--- config.mk ---
export PLATFORM = sky130hd
export DESIGN_NAME = core_irq_timer_ctrl
export DESIGN_NICKNAME = d
export VERILOG_FILES = /design/src/rtl/core_irq_timer_pkg.sv /design/src/rtl/core_irq_timer_ctrl_irq_sync_edge.sv /design/src/rtl/core_irq_timer_ctrl.sv
export SDC_FILE = /design/constraint.sdc
export NUM_CORES = 1
export LEC_CHECK = 0
export BUFFER_PORTS_ARGS = -buffer_cell sky130_fd_sc_hd__buf_4
export CORE_MARGIN = 3
export CORE_UTILIZATION = 51
export CTS_CLUSTER_SIZE = 25
export DETAILED_ROUTE_END_ITERATION = 10
export MAX_ROUTING_LAYER = met4
export PLACE_DENSITY = 0.7
export SLEW_MARGIN = 5
export SYNTH_ARGS = -nofsm -noshare
export SYNTH_HDL_FRONTEND = slang
export SYNTH_SLANG_ARGS = --single-unit
--- constraint.sdc ---
create_clock -name clk_i -period 3.7 [get_ports clk_i]
set_input_delay 0.37 -clock clk_i [delete_from_list [all_inputs] [get_ports clk_i]]
set_output_delay 0.37 -clock clk_i [all_outputs]
set_load 0.01 [all_outputs]
--- src/rtl/core_irq_timer_pkg.sv ---
// Shared register map, IRQ mode encoding and MEM response type for core_irq_timer_ctrl.
package core_irq_timer_pkg;

  localparam logic [3:0] REG_PENDING     = 4'h0;
  localparam logic [3:0] REG_ENABLE      = 4'h1;
  localparam logic [3:0] REG_MODE        = 4'h2;
  localparam logic [3:0] REG_MTIME_LO    = 4'h3;
  localparam logic [3:0] REG_MTIME_HI    = 4'h4;
  localparam logic [3:0] REG_MTIMECMP_LO = 4'h5;
  localparam logic [3:0] REG_MTIMECMP_HI = 4'h6;
  localparam logic [3:0] REG_PRESC       = 4'h7;
  localparam logic [3:0] REG_WDOG        = 4'h8;

  typedef enum logic {
    IRQ_LEVEL = 1'b0,
    IRQ_EDGE  = 1'b1
  } irq_mode_e;

  typedef struct packed {
    logic        valid;
    logic        error;
    logic [31:0] rdata;
  } mem_rsp_t;

  function automatic logic [31:0] be_mask(input logic [3:0] be);
    return {{8{be[3]}}, {8{be[2]}}, {8{be[1]}}, {8{be[0]}}};
  endfunction

endpackage

--- src/rtl/core_irq_timer_ctrl_irq_sync_edge.sv ---
// SYNC_STAGES-flop synchroniser plus rising-edge detect for one async IRQ source.
// Latency: level SYNC_STAGES cycles, rise pulse valid in the same cycle as the new level; no backpressure.
module irq_sync_edge #(
  parameter int unsigned SYNC_STAGES = 2
) (
  input  logic clk_i,
  input  logic rst_ni,
  input  logic irq_i,
  output logic level_o,
  output logic rise_o
);

  logic [SYNC_STAGES-1:0] r_sync;
  logic                   r_prev;

  always_ff @(posedge clk_i or negedge rst_ni) begin
    if (!rst_ni) begin
      r_sync <= '0;
      r_prev <= 1'b0;
    end else begin
      r_sync <= {r_sync[SYNC_STAGES-2:0], irq_i};
      r_prev <= r_sync[SYNC_STAGES-1];
    end
  end

  assign level_o = r_sync[SYNC_STAGES-1];
  assign rise_o  = r_sync[SYNC_STAGES-1] & ~r_prev;

endmodule

--- src/rtl/core_irq_timer_ctrl.sv ---
// IRQ capture, prescaled 64-bit mtime/mtimecmp and optional watchdog NMI (CORE_IRQ_TIMER_CTRL_WDOG_EN).
// MEM slave: grant same cycle, registered response next cycle, accepts a request every cycle.
module core_irq_timer_ctrl
  import core_irq_timer_pkg::*;
#(
  parameter int unsigned        NUM_IRQ     = 8,
  parameter int unsigned        DATA_WIDTH  = 32,
  parameter int unsigned        ADDR_WIDTH  = 32,
  parameter int unsigned        SYNC_STAGES = 2,
  parameter logic [NUM_IRQ-1:0] EDGE_MASK   = '1,
  parameter logic [30:0]        NMI_VEC     = 31'h20000000
) (
  input  logic                  clk_i,
  input  logic                  rst_ni,
  input  logic                  mem_req_i,
  output logic                  mem_gnt_o,
  input  logic                  mem_we_i,
  input  logic [ADDR_WIDTH-1:0] mem_addr_i,
  input  logic [DATA_WIDTH-1:0] mem_wdata_i,
  input  logic [3:0]            mem_be_i,
  output logic                  mem_valid_o,
  output logic [DATA_WIDTH-1:0] mem_rdata_o,
  output logic                  mem_error_o,
  input  logic [NUM_IRQ-1:0]    irq_src_i,
  output logic [NUM_IRQ-1:0]    extintsrc_req_o,
  output logic                  timer_int_o,
  output logic                  nmi_int_o,
  output logic [30:0]           nmi_vec_o
);

  logic [3:0]         w_idx;
  logic               w_wr;
  logic [31:0]        w_bmask;
  logic [31:0]        w_wdat_m;
  logic [31:0]        w_rdata;
  logic               w_err;
  logic               w_unused_addr;
  logic [NUM_IRQ-1:0] w_sync, w_edge, w_clr, w_pend_nxt;
  logic               w_tick;

  logic [NUM_IRQ-1:0] r_pending, r_enable, r_mode, r_req;
  logic [31:0]        r_presc, r_presc_cnt;
  logic [63:0]        r_mtime, r_mtimecmp;
  logic               r_timer_int;
  mem_rsp_t           r_rsp;

  assign w_idx         = mem_addr_i[5:2];
  assign w_unused_addr = ^{mem_addr_i[ADDR_WIDTH-1:6], mem_addr_i[1:0]};
  assign w_wr          = mem_req_i & mem_we_i;
  assign w_bmask       = be_mask(mem_be_i);
  assign w_wdat_m      = mem_wdata_i & w_bmask;

  for (genvar g = 0; g < NUM_IRQ; g++) begin : g_sync
    irq_sync_edge #(.SYNC_STAGES(SYNC_STAGES)) u_sync (
      .clk_i   (clk_i),
      .rst_ni  (rst_ni),
      .irq_i   (irq_src_i[g]),
      .level_o (w_sync[g]),
      .rise_o  (w_edge[g])
    );
  end

  // A new edge in the same cycle as a W1C keeps the bit set; level sources ignore W1C.
  assign w_clr = (w_wr && w_idx == REG_PENDING) ? w_wdat_m[NUM_IRQ-1:0] : '0;

  always_comb begin
    w_pend_nxt = '0;
    for (int i = 0; i < NUM_IRQ; i++) begin
      if (irq_mode_e'(r_mode[i]) == IRQ_EDGE) w_pend_nxt[i] = (r_pending[i] & ~w_clr[i]) | w_edge[i];
      else                                    w_pend_nxt[i] = w_sync[i];
    end
  end

  always_ff @(posedge clk_i or negedge rst_ni) begin
    if (!rst_ni) begin
      r_pending <= '0;
      r_enable  <= '0;
      r_mode    <= EDGE_MASK;
      r_req     <= '0;
    end else begin
      r_pending <= w_pend_nxt;
      r_req     <= r_pending & r_enable;
      if (w_wr && w_idx == REG_ENABLE)
        r_enable <= (r_enable & ~w_bmask[NUM_IRQ-1:0]) | w_wdat_m[NUM_IRQ-1:0];
      if (w_wr && w_idx == REG_MODE)
        r_mode <= (r_mode & ~w_bmask[NUM_IRQ-1:0]) | w_wdat_m[NUM_IRQ-1:0];
    end
  end

  assign w_tick = (r_presc_cnt == r_presc);

  always_ff @(posedge clk_i or negedge rst_ni) begin
    if (!rst_ni) begin
      r_presc     <= '0;
      r_presc_cnt <= '0;
      r_mtime     <= '0;
      r_mtimecmp  <= '1;
      r_timer_int <= 1'b0;
    end else begin
      if (w_wr && w_idx == REG_PRESC) begin
        r_presc     <= (r_presc & ~w_bmask) | w_wdat_m;
        r_presc_cnt <= '0;
      end else begin
        r_presc_cnt <= w_tick ? '0 : r_presc_cnt + 32'd1;
      end
      // A software write to either mtime half suppresses that cycle's increment.
      if (w_wr && (w_idx == REG_MTIME_LO || w_idx == REG_MTIME_HI)) begin
        if (w_idx == REG_MTIME_LO) r_mtime[31:0]  <= (r_mtime[31:0] & ~w_bmask) | w_wdat_m;
        else                       r_mtime[63:32] <= (r_mtime[63:32] & ~w_bmask) | w_wdat_m;
      end else if (w_tick) begin
        r_mtime <= r_mtime + 64'd1;
      end
      if (w_wr && w_idx == REG_MTIMECMP_LO)
        r_mtimecmp[31:0] <= (r_mtimecmp[31:0] & ~w_bmask) | w_wdat_m;
      if (w_wr && w_idx == REG_MTIMECMP_HI)
        r_mtimecmp[63:32] <= (r_mtimecmp[63:32] & ~w_bmask) | w_wdat_m;
      r_timer_int <= (r_mtime >= r_mtimecmp);
    end
  end

`ifdef CORE_IRQ_TIMER_CTRL_WDOG_EN
  logic [31:0] r_wdog_cnt;
  logic        r_wdog_armed;
  logic        r_nmi;
  logic [31:0] w_wdog_new;

  assign w_wdog_new = (r_wdog_cnt & ~w_bmask) | w_wdat_m;

  always_ff @(posedge clk_i or negedge rst_ni) begin
    if (!rst_ni) begin
      r_wdog_cnt   <= '0;
      r_wdog_armed <= 1'b0;
      r_nmi        <= 1'b0;
    end else if (w_wr && w_idx == REG_WDOG) begin
      r_wdog_cnt   <= w_wdog_new;
      r_wdog_armed <= |w_wdog_new;
      r_nmi        <= 1'b0;
    end else if (r_wdog_armed && w_tick) begin
      r_wdog_cnt <= r_wdog_cnt - 32'd1;
      if (r_wdog_cnt == 32'd1) begin
        r_nmi        <= 1'b1;
        r_wdog_armed <= 1'b0;
      end
    end
  end

  assign nmi_int_o = r_nmi;
`else
  assign nmi_int_o = 1'b0;
`endif

  always_comb begin
    w_rdata = '0;
    w_err   = 1'b0;
    case (w_idx)
      REG_PENDING:     w_rdata = 32'(r_pending);
      REG_ENABLE:      w_rdata = 32'(r_enable);
      REG_MODE:        w_rdata = 32'(r_mode);
      REG_MTIME_LO:    w_rdata = r_mtime[31:0];
      REG_MTIME_HI:    w_rdata = r_mtime[63:32];
      REG_MTIMECMP_LO: w_rdata = r_mtimecmp[31:0];
      REG_MTIMECMP_HI: w_rdata = r_mtimecmp[63:32];
      REG_PRESC:       w_rdata = r_presc;
`ifdef CORE_IRQ_TIMER_CTRL_WDOG_EN
      REG_WDOG:        w_rdata = r_wdog_cnt;
`endif
      default:         w_err   = 1'b1;
    endcase
  end

  always_ff @(posedge clk_i or negedge rst_ni) begin
    if (!rst_ni) begin
      r_rsp <= '0;
    end else begin
      r_rsp.valid <= mem_req_i;
      r_rsp.error <= mem_req_i & w_err;
      r_rsp.rdata <= (mem_req_i && !mem_we_i) ? w_rdata : '0;
    end
  end

  assign mem_gnt_o       = mem_req_i;
  assign mem_valid_o     = r_rsp.valid;
  assign mem_error_o     = r_rsp.error;
  assign mem_rdata_o     = r_rsp.rdata;
  assign extintsrc_req_o = r_req;
  assign timer_int_o     = r_timer_int;
  assign nmi_vec_o       = NMI_VEC;

endmodule

=== Word-level counts from Yosys, hierarchy flattened ===
Index checks and enable logic that the tools add are counted.

* Logic and storage cells: 136
* Register bits after elaboration: 283
* Bits of input ports: 80

* Reductions and logical operators: 15
* Equality and inequality tests: 10
* Add/subtract/negate cells: 2
* Bitwise logic cells: 60
* Multiplexer cells: 18
* Magnitude comparators: 1

{| class="wikitable"
|+ Operator list
! kind !! number
|-
| one-hot mux 32 bit (8 select lines) || 1
|-
| bitwise AND 32 bit || 6
|-
| two-way mux 32 bit || 5
|-
| OR 32 bit || 5
|-
| two-way mux 64 bit || 2
|-
| adder 64 x 1 -> 64 bit (second input constant) || 1
|-
| greater-or-equal comparator 64 bit || 1
|-
| adder 32 x 1 -> 32 bit (second input constant) || 1
|-
| equality test 32 bit || 1
|-
| NOT 32 bit || 1
|-
| bitwise AND 8 bit || 3
|-
| bitwise AND 1 bit || 18
|-
| equality test 4 x 3 -> 1 bit (second input constant) || 4
|-
| NOT 1 bit || 16
|-
| OR 8 bit || 2
|-
| two-way mux 1 bit || 9
|-
| equality test 4 x 2 -> 1 bit (second input constant) || 2
|-
| logical AND 1 bit || 8
|-
| two-way mux 8 bit || 1
|-
| NOT 8 bit || 1
|-
| OR 1 bit || 8
|-
| OR reduction 8 bit || 1
|-
| equality test 4 x 1 -> 1 bit (second input constant) || 1
|-
| zero test 4 bit || 1
|-
| 5 further kinds || 7
|}

=== Longest topological paths before layout ===
Gate-level depths: netlist of the first run.

* Depth in word-level cells: 7
* Mapped depth: 10

=== Hierarchy ===
Synthesis of the first run repeated with hierarchy kept, for this count alone.

* Cell total of the unflattened synthesis: 1,674
* Area total of the unflattened synthesis: 15,876.5 um^2

{| class="wikitable"
|+ By module, submodules not included
! module !! instances !! cells an instance !! area an instance (um^2)
|-
| core_irq_timer_ctrl || 1 || 1,642 || 15,165.8
|-
| irq_sync_edge || 8 || 4 || 88.8
|}

=== Worst setup path before layout of the first run ===
Ideal clock, no wire load.

* Path type: register to register
* From: register with a tool-made name
* To: register with a tool-made name
* Cell stages (with the launch flop): 8
* Slack: 1.179 ns
* Arrival: 2.395 ns
* Data required time: 3.574 ns
* Buffers on the path: 0
* Setup time: 0.126 ns
* Clock period less this slack: 2.521 ns
* Cells stage by stage: dfrtp_1 -> nand4_1 -> or3_4 -> nor3_4 -> nand3_2 -> or4_4 -> a211o_1 -> a221o_1

==> metrics.md, run 1 <==
| Metric | Value |
|---|---|
| Critical Path Fanout Max | 3 |
| CP arrival | 3570 ps |
| Global Route Usage Sum | 30.9% |
| GR Overflow Total | 0 |
| Crit-path cells | inv_1 -> ha_1 -> nand4_1 -> a2111oi_0 -> buf_4 -> o21ai_0 -> o21ai_0 -> buf_4 -> a21oi_1 -> o31ai_1 |
| DP Worst Slack | 602 ps |
| Flop2flop setup slack | 570 ps |
| Final Hold Viols | 0 |
| H-tree depth | 1 |
| Clock Sinks | 283 |
| Hold Crit Class | in -> reg |
| Crit path launch type | flop |
| Fin area | 17900 µm² |
| Slew @ Worst Pin | 1170 ps |
| First-pass GRT wire length | 77700 µm |
| Most common flop cell mapped by yosys | dfrtp_1 |
| Fraction of layout cells with a size suffix above 1 | 20.1% |
| Post-Place Cell Area | 16800 µm² |
| Fin crit share | 84.5% |
| Layout area overhead | 15.3% |
| Largest net degree at the start of global routing | 105 |
| Slew headroom | 21.9% |
| Routed Wire Length | 49500 µm |
| Routability congestion estimate | 0.969 |
| Port bufs | 95 |
| CP max stage cell | dfstp_2 |
| Fin nets | 1882 |
| Filler cell count | 2572 |
| Post-DP HPWL | 35400 µm |
| Die W | 181 µm |
| Final worst slack | 572 ps |
| Yosys top cell by area | dfrtp_1 |
| Count leader, synth | dfrtp_1 |
| EDFF count, synth | 0 |
| Die Ht | 181 µm |
| Average size of a mapped cell | 9.50 µm² |
| PwrDens | 487 nW/µm² |
| Power consumption | 8.73 mW |
| Core Util, Final | 60.1% |
| Max-slew violations | 0 |
| Outcome | finished clean |
| Cell family contributing the most delay on the critical path | compound AO/OA/AOI/OAI gates |
| Initial antenna violation count | 2 |
| Final Setup Violations | 0 |
| Clk buf depth | 3 |
| Setup TNS | 0 ps |
| Via count | 13535 |
| Cell variety after synth | 80 |
| Synth top area cells | dfrtp_1, dfstp_2, ha_1, nand2_1, a22oi_1 |
| #FFs+latches synth | 283 |
| Clock-pin slew on the worst setup and hold paths | 60 ps |
| Peak supply drop | 0.475 mV |
| Register area share after synthesis | 46.2% |
| CTS tree | yes |
| Top post-synthesis cells by count | dfrtp_1, nand2_1, o21ai_0 |
| Fmax | 320 MHz |
| Initial DRC Count | 1594 |
| Routed Antenna Nets | 0 |
| Crit Path Class | reg -> reg |
| Final min period | 3130 ps |
| Vias in the first global route | 13230 |
| Worst Clk Skew | 15.3 ps |
| DRC viols | 0 |
| CORE AREA | 29800 µm² |
| Fraction of registers with async set/reset | 100% |
| DR vias/cell | 6.29 |
| CP Buf/Inv Count | 3 |
| Synth Cell Area | 15500 µm² |
| DRT Pass-1 Iters | 6 |
| Die Area | 32600 µm² |
| Synth Warn # | 0 |
| Maxcap violations | 0 |
| Root Driver | clkbuf_16 |
| Clock latency at the later pin of the worst-skew pair | 590 ps |
| Cts bufs inserted | 31 |
| Pleak | 8.06 nW |
| WL/cell | 23.0 µm |
| Biggest cell delay along the critical path | 530 ps |
| Synth top area share | 34.0% |
| Num rows | 63 |
| RSZ-0062 raised after global routing | no |
| Initial core utilization | 52.1% |
| Critical Path RT | 4140 ps |
| Crit. End Element | flop |
| I/O pin total | 156 |
| Mapped Cells | 1635 |
path summary, 6_finish.rpt:
path | cells after the start | endpoint | startpoint
worst max-delay path | 10 | timer_int_o$_DFF_PN0_ | flop
worst min-delay path | 3 | flop | mem_wdata_i[15]
worst max register to register | 10 | timer_int_o$_DFF_PN0_ | flop
worst min register to register | 0 | g_sync[5].u_sync.r_sync[1]$_DFF_PN0_ | g_sync[5].u_sync.r_sync[0]$_DFF_PN0_
max in group asynchronous | 3 | asynchronous set/reset pin | rst_ni
min in group asynchronous | 2 | r_presc_cnt[23]$_DFF_PN0_ | rst_ni
cells in the final DEF, fill, tap and decap left out, types with 46 or more instances in the layout:
cell,count
nand2_1,187
ha_1,66
mux2_2,49
dfstp_2,72
a22oi_1,87
nor2_1,90
inv_1,83
xor2_1,46
dfrtp_1,211
o21ai_0,117
a21oi_1,67
buf_4,139
nand3_1,50
cells by family after synthesis:
group,count (synthesis),share of synthesized area [%]
DFF,283,46.2
and+or+nand+nor,545,17.4
other,2,0.0484
muxes,50,3.62
adders and majority gates,66,5.32
xor gates and xnor gates,56,3.16
AOI/OAI and AO/OA,436,18.7
buffers and inverters,197,5.57
stage by stage:
step | hold WS, ps | std cells
final | 39.6 | 2153
after global routing | 39.5 | 2153
after CTS | 23.3 | 2151
after detailed placement | 336 | 2083
after global placement | 334 | 2083
after floorplan | 74.4 | 1665
final cells by class:
class                      count  area, µm²  area share, %
multi-input combinational   1185       7680           42.9
sequential                   283       7170           40.0
timing repair buffer         152       1200           6.69
clock buffer                  39        826           4.61
tap                          390        488           2.72
inverter                      83        312           1.74
clock inverter                19        226           1.26
antenna                        2       5.00         0.0279
per-layer routing:
metal  routed length (µm)  track usage [%]  vias to the layer above
li1                     -                -                     6113
met1                20200             41.6                     6620
met2                22800             46.8                      674
met3                 4140             4.88                      128
met4                 2380             13.2                        0
met5                    0                -                        -
timing repair:
action | CTS | global route
endpoints found under the hold margin | 88 | 0
buffers inserted | 0 | 0
resized for setup | 0 | 0
hold buffers | 10 | 0
report_power, final:
part	switching [mW]	leakage, nW	total [mW]	internal [mW]
sequential	0.480	3.49	4.07	3.59
combinational	0.809	4.06	1.43	0.625
clock	1.35	0.506	3.22	1.87
total	2.64	8.06	8.73	6.09
worst min-delay path, stage by stage:
cell,delay [ps]
buf_4,130
nand2_1,50
o21ai_0,60
(Power assumes the default switching activity.)
==> run 2, diff against run 1 <==
clock period = 3 ns   (was 3.7 ns; I/O delays follow)
==> run 2 against run 1 <==
  * Die area unchanged
  * Count of clock-buffer cells in the layout up 4
  * Fmax up 12%
  * Utilization up 2.2 points
  * Final cell count up 3.5%
  * Clock skew down 2.2 ps
  * Sequential power up 22%
  * Via count up 4.0%
  * Routed wire length up 2.2%
==> metrics.md, run 2 (synthesized netlist as in run 1, its figures left out) <==
| Metric | Value |
|---|---|
| Outcome | finished clean |
| I/O pin total | 156 (unchanged) |
| Vias in the first global route | 13452 (+1.7%) |
| CORE AREA | 29800 µm² (unchanged) |
| Peak supply drop | 0.557 mV (+17%) |
| Clk buf depth | 3 (unchanged) |
| Fin nets | 1957 (+4.0%) |
| Clock latency at the later pin of the worst-skew pair | 590 ps (about the same) |
| H-tree depth | 1 (unchanged) |
| Die Area | 32600 µm² (unchanged) |
| Slew @ Worst Pin | 992 ps (-180 ps) |
| Pleak | 8.44 nW (+4.7%) |
| Crit Path Class | reg -> reg |
| Clock Sinks | 283 (unchanged) |
| DRT Pass-1 Iters | 6 (unchanged) |
| Global Route Usage Sum | 31.2% (+0.34 points) |
| Maxcap violations | 0 (unchanged) |
| Num rows | 63 (unchanged) |
| CTS tree | yes |
| GR Overflow Total | 0 (unchanged) |
| Root Driver | clkbuf_16 |
| Routability congestion estimate | 1.02 (+5.0%) |
| Die W | 181 µm (unchanged) |
| Initial antenna violation count | 0 (-2) |
| Crit. End Element | flop |
| Filler cell count | 2516 (-2.2%) |
| Final Setup Violations | 0 (unchanged) |
| Die Ht | 181 µm (unchanged) |
| Final worst slack | 219 ps (-354 ps) |
| Layout area overhead | 19.6% |
| Post-CTS Resized | 0 (unchanged) |
| Critical Path RT | 3500 ps (-640 ps) |
| Clock-pin slew on the worst setup and hold paths | 70 ps (about the same) |
| Max-slew violations | 0 (unchanged) |
| Critical Path Fanout Max | 6 (+3) |
| Worst Clk Skew | 13.2 ps (-2.20 ps) |
| Placed Cells | 2128 (+2.2%) |
| Flop2flop setup slack | 220 ps (-350 ps) |
| Slew headroom | 33.9% (+12 points) |
| WL/cell | 22.7 µm (-1.2%) |
| Reg2Reg Depth | 7 (-3) |
| Fin crit share | 92.7% (+8.2 points) |
| CP arrival | 3280 ps (-290 ps) |
| Commonest non-fill, non-tap cell in the layout | dfrtp_1 |
| Via count | 14077 (+4.0%) |
| Cts bufs inserted | 31 (unchanged) |
| Power consumption | 10.9 mW (+25%) |
| First-pass GRT wire length | 79000 µm (+1.6%) |
| Crit path launch type | flop |
| Hold Crit Class | in -> reg |
| RSZ-0062 raised after global routing | no |
| Final min period | 2780 ps (-346 ps) |
| Setup TNS | 0 ps (unchanged) |
| Initial DRC Count | 1670 (+4.8%) |
| Largest net degree at the start of global routing | 83 (-21%) |
| Fmax | 360 MHz (+12%) |
| PwrDens | 585 nW/µm² (+20%) |
| Non-filler cells in the finished layout | 2228 (+3.5%) |
| DP Worst Slack | 283 ps (-319 ps) |
| DR vias/cell | 6.32 (+0.50%) |
| Routed Wire Length | 50600 µm (+2.2%) |
| Most frequent cells in the layout | dfrtp_1, nand2_1, buf_4 |
| Initial core utilization | 52.1% (unchanged) |
| Post-DP HPWL | 36200 µm (+2.2%) |
| DRC viols | 0 (unchanged) |
| Fraction of layout cells with a size suffix above 1 | 21.8% (+1.7 points) |
| Port bufs | 95 (unchanged) |
| Final Hold Viols | 0 (unchanged) |
| Routed Antenna Nets | 0 (unchanged) |
-- run 2: worst min path at each step --
stage,start,to,slack (ps),depth (start not counted)
after floorplan,rst_ni,asynchronous set/reset pin,4,0
after global placement,rst_ni,r_presc_cnt[23]$_DFF_PN0_,320,1
after detailed placement,rst_ni,r_presc_cnt[23]$_DFF_PN0_,320,1
after CTS,mem_wdata_i[5],flop,4,3
after global routing,mem_wdata_i[4],flop,30,3
final,mem_wdata_i[5],flop,30,3
-- run 2: through the flow --
stage	util [%]	hold WS, ps	area, µm²
after global routing	62.3	32.9	18600
final	62.4	29.9	18600
after global placement	57.4	317	17100
after CTS	62.3	3.76	18600
after detailed placement	57.4	317	17100
after floorplan	-	4.41	15600
-- run 2: cell type report --
type	instances	area, µm²	area share (%)
Multi-Input combinational cell	1185	7670	41.3
Sequential cell	283	7170	38.6
Timing Repair Buffer	227	1870	10.1
Clock buffer	43	891	4.79
Tap cell	390	488	2.63
Inverter	83	312	1.68
Clock inverter	15	171	0.923
Antenna cell	2	5.00	0.0269
-- run 2: layer usage --
metal / vias to the layer above / part of all wire (%) / global-route usage (%) / routed length [µm]
met4: 0 / 4.5 / 11.5 / 2280
met2: 770 / 45 / 47.5 / 23000
met3: 140 / 9.5 / 4.95 / 4830
li1: 6270 / - / - / -
met1: 6897 / 41 / 42.6 / 20500
met5: - / 0 / - / 0
-- run 2: critical path: stages, from the launching register on --
cell and delay, ps:
dfrtp_1 440, and3_1 280, nand3_1 320, or3_2 600, nor2_1 370, a31oi_1 130
or4_1 410, a21oi_1 140
-- run 2: what timing repair did --
item                      in CTS  in global routing
hold buffers                  40                  0
hold endpoints to repair     125                  0
setup buffers                  0                  0
-- run 2: where the power goes --
| part | total [mW] | switching (mW) | internal, mW | leakage [nW] |
|---|---|---|---|---|
| combinational | 1.97 | 1.11 | 0.860 | 4.42 |
| sequential | 4.95 | 0.514 | 4.43 | 3.49 |
| clock | 3.96 | 1.62 | 2.33 | 0.530 |
